`src/rtl/irq_ctrl_pkg.sv`:
```
// irq_ctrl shared definitions.
// Register offsets, FSM states, strobe helper.
package irq_ctrl_pkg;

  localparam int DATA_BUS = 64;
  localparam logic [31:0] REG_ZERO = 32'h0;

  localparam logic [DATA_BUS-1:0] IRQ_ENABLE_OFF  = 64'h00;
  localparam logic [DATA_BUS-1:0] IRQ_PENDING_OFF = 64'h04;
  localparam logic [DATA_BUS-1:0] IRQ_CTRL_OFF    = 64'h08;

  typedef enum logic [1:0] {
    IDLE    = 2'd0,
    REQ     = 2'd1,
    SERVICE = 2'd2
  } irq_state_e;

  function automatic logic [31:0] strb_mask(
    input logic [3:0] s
  );
    return {{8{s[3]}}, {8{s[2]}},
            {8{s[1]}}, {8{s[0]}}};
  endfunction

endpackage

```
`src/rtl/irq_prio_enc.sv`:
```
// Lowest-index-wins priority encoder.
// Purely combinational.
module irq_prio_enc #(
  parameter int N    = 8,
  parameter int ID_W = 5
) (
  input  logic [N-1:0]    vec,
  output logic            valid,
  output logic [ID_W-1:0] idx
);

  // scan downward so the lowest set bit is written last
  always_comb begin
    valid = |vec;
    idx   = '0;
    for (int i = N - 1; i >= 0; i--) begin
      if (vec[i]) idx = ID_W'(i);
    end
  end

endmodule

```
`src/rtl/irq_ctrl.sv`:
```
// Interrupt controller: enable/pending/ctrl regs,
// priority select, req/ack/done handshake.
module irq_ctrl
  import irq_ctrl_pkg::*;
#(
  parameter int NUM_SRC = 8,
  parameter int ID_W    = 5
) (
  input  logic                ACLK,
  input  logic                ARESET,
  input  logic [63:0]         WriteAddr,
  input  logic [63:0]         WriteData,
  input  logic                WriteEnable,
  input  logic [3:0]          WriteStrb,
  output logic                SlaverWriteReady,
  input  logic [NUM_SRC-1:0]  IrqSrc,
  output logic                IrqReq,
  output logic [ID_W-1:0]     IrqId,
  input  logic                IrqAck,
  input  logic                IrqDone,
  output logic                IrqBusy
);

  logic [NUM_SRC-1:0] enable_q;
  logic [NUM_SRC-1:0] pending_q;
  logic [NUM_SRC-1:0] pending_d;
  logic [NUM_SRC-1:0] claim;
  logic [NUM_SRC-1:0] cand;
  logic               ctrl_q;
  logic               wready_q;
  irq_state_e         state_q;
  irq_state_e         state_d;
  logic [ID_W-1:0]    id_q;
  logic [ID_W-1:0]    id_d;
  logic [ID_W-1:0]    win_id;
  logic               win_vld;
  logic [31:0]        wdata;
  logic [31:0]        wmask;
  logic [31:0]        en_wr;
  logic [31:0]        w1c;
  logic               hit_en;
  logic               hit_pnd;
  logic               hit_ctl;
  logic               unused;

  assign wdata = WriteData[31:0];
  assign wmask = strb_mask(WriteStrb);

  assign hit_en  = WriteEnable &&
                   (WriteAddr == IRQ_ENABLE_OFF);
  assign hit_pnd = WriteEnable &&
                   (WriteAddr == IRQ_PENDING_OFF);
  assign hit_ctl = WriteEnable &&
                   (WriteAddr == IRQ_CTRL_OFF);

  assign en_wr = (32'(enable_q) & ~wmask) |
                 (wdata & wmask);
  assign w1c   = hit_pnd ? (wdata & wmask)
                         : REG_ZERO;

  assign claim = (state_q == REQ && IrqAck)
               ? (NUM_SRC'(1) << id_q) : '0;

  // a source high this cycle beats any clear
  assign pending_d =
    (pending_q & ~(w1c[NUM_SRC-1:0] | claim)) |
    IrqSrc;

  assign cand = pending_q & enable_q &
                {NUM_SRC{ctrl_q}};

  assign unused = ^{WriteData[63:32], en_wr, w1c};

  irq_prio_enc #(
    .N    (NUM_SRC),
    .ID_W (ID_W)
  ) u_prio (
    .vec   (cand),
    .valid (win_vld),
    .idx   (win_id)
  );

  // register file, pending latch, write ready
  always_ff @(posedge ACLK or posedge ARESET) begin
    if (ARESET) begin
      enable_q  <= '0;
      pending_q <= '0;
      ctrl_q    <= 1'b0;
      wready_q  <= 1'b0;
    end else begin
      wready_q  <= hit_en | hit_pnd | hit_ctl;
      pending_q <= pending_d;
      if (hit_en)
        enable_q <= en_wr[NUM_SRC-1:0];
      if (hit_ctl && WriteStrb[0])
        ctrl_q <= wdata[0];
    end
  end

  // handshake state and captured id
  always_ff @(posedge ACLK or posedge ARESET) begin
    if (ARESET) begin
      state_q <= IDLE;
      id_q    <= '0;
    end else begin
      state_q <= state_d;
      id_q    <= id_d;
    end
  end

  // next state; REQ never withdraws, ack beats done
  always_comb begin
    state_d = state_q;
    id_d    = id_q;
    unique case (state_q)
      IDLE: begin
        if (win_vld) begin
          state_d = REQ;
          id_d    = win_id;
        end
      end
      REQ: begin
        if (IrqAck) state_d = SERVICE;
      end
      SERVICE: begin
        if (IrqDone) state_d = IDLE;
      end
      default: state_d = IDLE;
    endcase
  end

  assign SlaverWriteReady = wready_q;
  assign IrqReq  = (state_q == REQ);
  assign IrqBusy = (state_q != IDLE);
  assign IrqId   = id_q;

endmodule
```
`config.mk`:
```
export PLATFORM = sky130hd
export DESIGN_NAME = irq_ctrl
export DESIGN_NICKNAME = d
export VERILOG_FILES = /design/src/rtl/irq_ctrl_pkg.sv /design/src/rtl/irq_prio_enc.sv /design/src/rtl/irq_ctrl.sv
export SDC_FILE = /design/constraint.sdc
export NUM_CORES = 1
export LEC_CHECK = 0
export BUFFER_PORTS_ARGS = -buffer_cell sky130_fd_sc_hd__buf_2
export CELL_PAD_IN_SITES_DETAIL_PLACEMENT = 0
export CELL_PAD_IN_SITES_GLOBAL_PLACEMENT = 2
export CORE_ASPECT_RATIO = 1.75
export CORE_UTILIZATION = 16
export CTS_CLUSTER_DIAMETER = 150
export CTS_CLUSTER_SIZE = 16
export DETAILED_ROUTE_END_ITERATION = 12
export GPL_TIMING_DRIVEN = 0
export PLACE_DENSITY = 0.84
export SYNTH_ARGS = -nofsm -noshare
export SYNTH_HDL_FRONTEND = slang
export SYNTH_SLANG_ARGS = --single-unit
```
`constraint.sdc`:
```
create_clock -name ACLK -period 3.7 [get_ports ACLK]
set_clock_uncertainty 0.2 [all_clocks]
set_input_delay 0.925 -clock ACLK [delete_from_list [all_inputs] [get_ports ACLK]]
set_output_delay 0.925 -clock ACLK [all_outputs]
set_load 0.005 [all_outputs]
```
==> run_results.csv <==
group,metric,value,unit
sta,max_slew_margin,28.9,%
setup_path,cp_max_fo,8,
clock_network,ctsResizeCount,0,
grt,grt_pass1_vias,1457,
clock_network,clock_sinks,23,
setup_path,crit_path_start_kind,"primary input",
sta,fmax,386,MHz
placed_design,gp_congestion,0.722,
setup_path,cpMaxStageDelayCell,"nor4_2",
die,die_area,8250,um^2
grt,grt_start_max_net_pins,24,
finish,nFillCells,812,
sta,fin_tns_setup,0,ns
routing,drtIter0Drc,57,
setup_path,cp-end-kind,"flip-flop",
setup_path,startpoint,"WriteAddr[10]",
routing,routedWlPerCell,12.4,um
sta,slew_violations,0,
job,cap_viol_max_count,0,
synth,yosysUniqueCellTypes,28,
routing,first_pass_iters,4,
synth,ys_ff_latch,23,
finish,area_growth,51.4,%
synth,synth.avg_cell_area,9.69,um^2
status,status,"complete, no violations",
power_and_ir_drop,ir_drop,0.000142,V
die,placementRows,42,
clock_network,cts_tree,"done",
grt,overflow,0,
synth,synth-seq-area-share,45.7,%
finish,regArea,576,um^2
sta,timing.final.crit_share,70.0,%
die,die_y,119,um
die,pin_count,153,
die,start_util,16.5,%
finish,fin_nets,372,
grt,antenna_found_initial,0,
synth,synth_enable_flop_cells,0,
power_and_ir_drop,power_density,291,nW/um^2
min_path,min-delay-start,"state_q[1]",
routing,wl,3890,um
min_path,hold_path.class,"flip-flop to flip-flop",
grt,grt_pass1_wl,6260,um
clock_network,cts_root_buffer,"clkbuf_16",
placed_design,dp_hpwl,3350,um
finish,postLayoutCoreUtil,25.0,%
synth,syn_inst,130,
sta,worst_pin_slew,1.06,ns
synth,yosysWarnings,0,
clock_network,post_cts_buffers,0,
power_and_ir_drop,p_leak,0.906,nW
clock_network,clk_pin_slew,0.06,ns
routing,drc_errors,0,
placed_design,io_buffers,91,
setup_path,worstPathArrival,2.53,ns
finish,diodes,0,
routing,ant_nets,0,
finish,multi_input_area,651,um^2
die,dieWidth,69.1,um
synth,synth_top_flop_cell,"dfrtp_1",
sta,hold_viol,0,
clock_network,ctsHoldBuffers,0,
setup_path,cp.required,3.64,ns
finish,final_common_cell,"buf_2",
clock_network,cts_buffers,3,
finish,layout_common_cells,"91 x buf_2, 23 x dfrtp_1, 15 x nand2_1, 15 x nor4_1, 9 x mux2_2",
setup_path,crit_chain,"buf_2 > nor4_1 > nand4_1 > nor4_2 > nand3b_2 > mux2_2",
setup_path,rr_startpoint,"state_q[0]",
synth,synthArstFlopShare,100,%
setup_path,path_class,"primary input to flip-flop",
die,coreArea,7620,um^2
sta,rsz0062_at_grt,"false",
grt,grt_use_total,9.51,%
routing,via_per_inst,4.45,
routing,vias,1397,
sta,setup_viol,0,
sta,post-route-min-period,2.59,ns
clock_network,clk_latency,0.26,ns
clock_network,h-tree-depth,1,
finish,drive_gt1_share,51.8,%
setup_path,slowest_delay,0.42,ns
clock_network,clock_path_buffers,2,
synth,synth_area,1260,um^2
-- synthesized netlist by cell type (all sizes together) (4+ instances only) --
cell type  count  share of area (%)
nand2         15                4.5
nor4          16                8.4
nand4          4                2.0
a22o           5                3.5
o21ai          7                2.8
nand3          6                2.8
or2            6                3.0
mux2           9                8.0
dfrtp         23                 46
a31oi          7                3.5
nor2           5                1.5
-- through the flow --
step | instances | hold slack, ns | worst slack (ns) | instance area (um^2) | total power [mW]
6_report | 314 | 0.333 | 1.11 | 1910 | 0.555
5_1_grt | 314 | 0.355 | 0.871 | 1910 | 0.577
4_1_cts | 314 | 0.333 | 1.05 | 1910 | 0.562
3_5_place_dp | 310 | 0.325 | 0.792 | 1830 | 0.329
3_3_place_gp | 310 | 0.319 | 0.814 | 1830 | 0.328
2_1_floorplan | 131 | 0.288 | 1.17 | 1260 | 0.277
-- power by group --
part           switching (mW)  internal, mW  total [mW]
Sequential            0.00216         0.253       0.256
Combinational          0.0280        0.0396      0.0675
Clock                  0.0846         0.147       0.232
Total                   0.115         0.440       0.555
-- layout make-up --
| class | count | share of cell area [%] |
|---|---|---|
| Buffer | 3 | 1.38 |
| Sequential cell | 23 | 30.2 |
| Tap cell | 88 | 5.77 |
| Clock buffer | 4 | 4.13 |
| Timing Repair Buffer | 91 | 23.9 |
| Inverter | 3 | 0.590 |
| Multi-Input combinational cell | 102 | 34.1 |
-- worst paths after layout --
path | to | slack, ns | cells after the start
worst min-delay path | state_q[0] | 0.33 | 1
worst max-delay path | flip-flop | 1.11 | 6
worst min register to register | state_q[0] | 0.33 | 1
worst max register to register | pending_q[1] | 1.88 | 5
min in group asynchronous | pending_q[5] | 0.65 | 2
max in group asynchronous | pending_q[1] | 2.10 | 2
-- per-layer routing --
layer / global-route usage [%] / share of wire [%] / vias to the layer above
met5: 0 / 0 / -
met4: 5.10 / 2.7 / 0
met3: 1.52 / 5.8 / 9
met2: 19.4 / 58 / 58
met1: 8.52 / 34 / 646
li1: - / - / 684
-- critical path, delay by kind of cell --
| kind | cells | cell delay [ns] |
|---|---|---|
| buf+inv | 1 | 0.09 |
| mux | 1 | 0.35 |
| simple gates | 4 | 1.14 |
-- kinds of logic after synthesis --
| family | share of synthesized area [%] |
|---|---|
| and+or+nand+nor | 28.3 |
| AOI/OAI and AO/OA | 14.7 |
| DFF | 45.7 |
| muxes | 8.04 |
| buffers and inverters | 2.98 |
| other | 0.298 |
(Power assumes the default switching activity.)
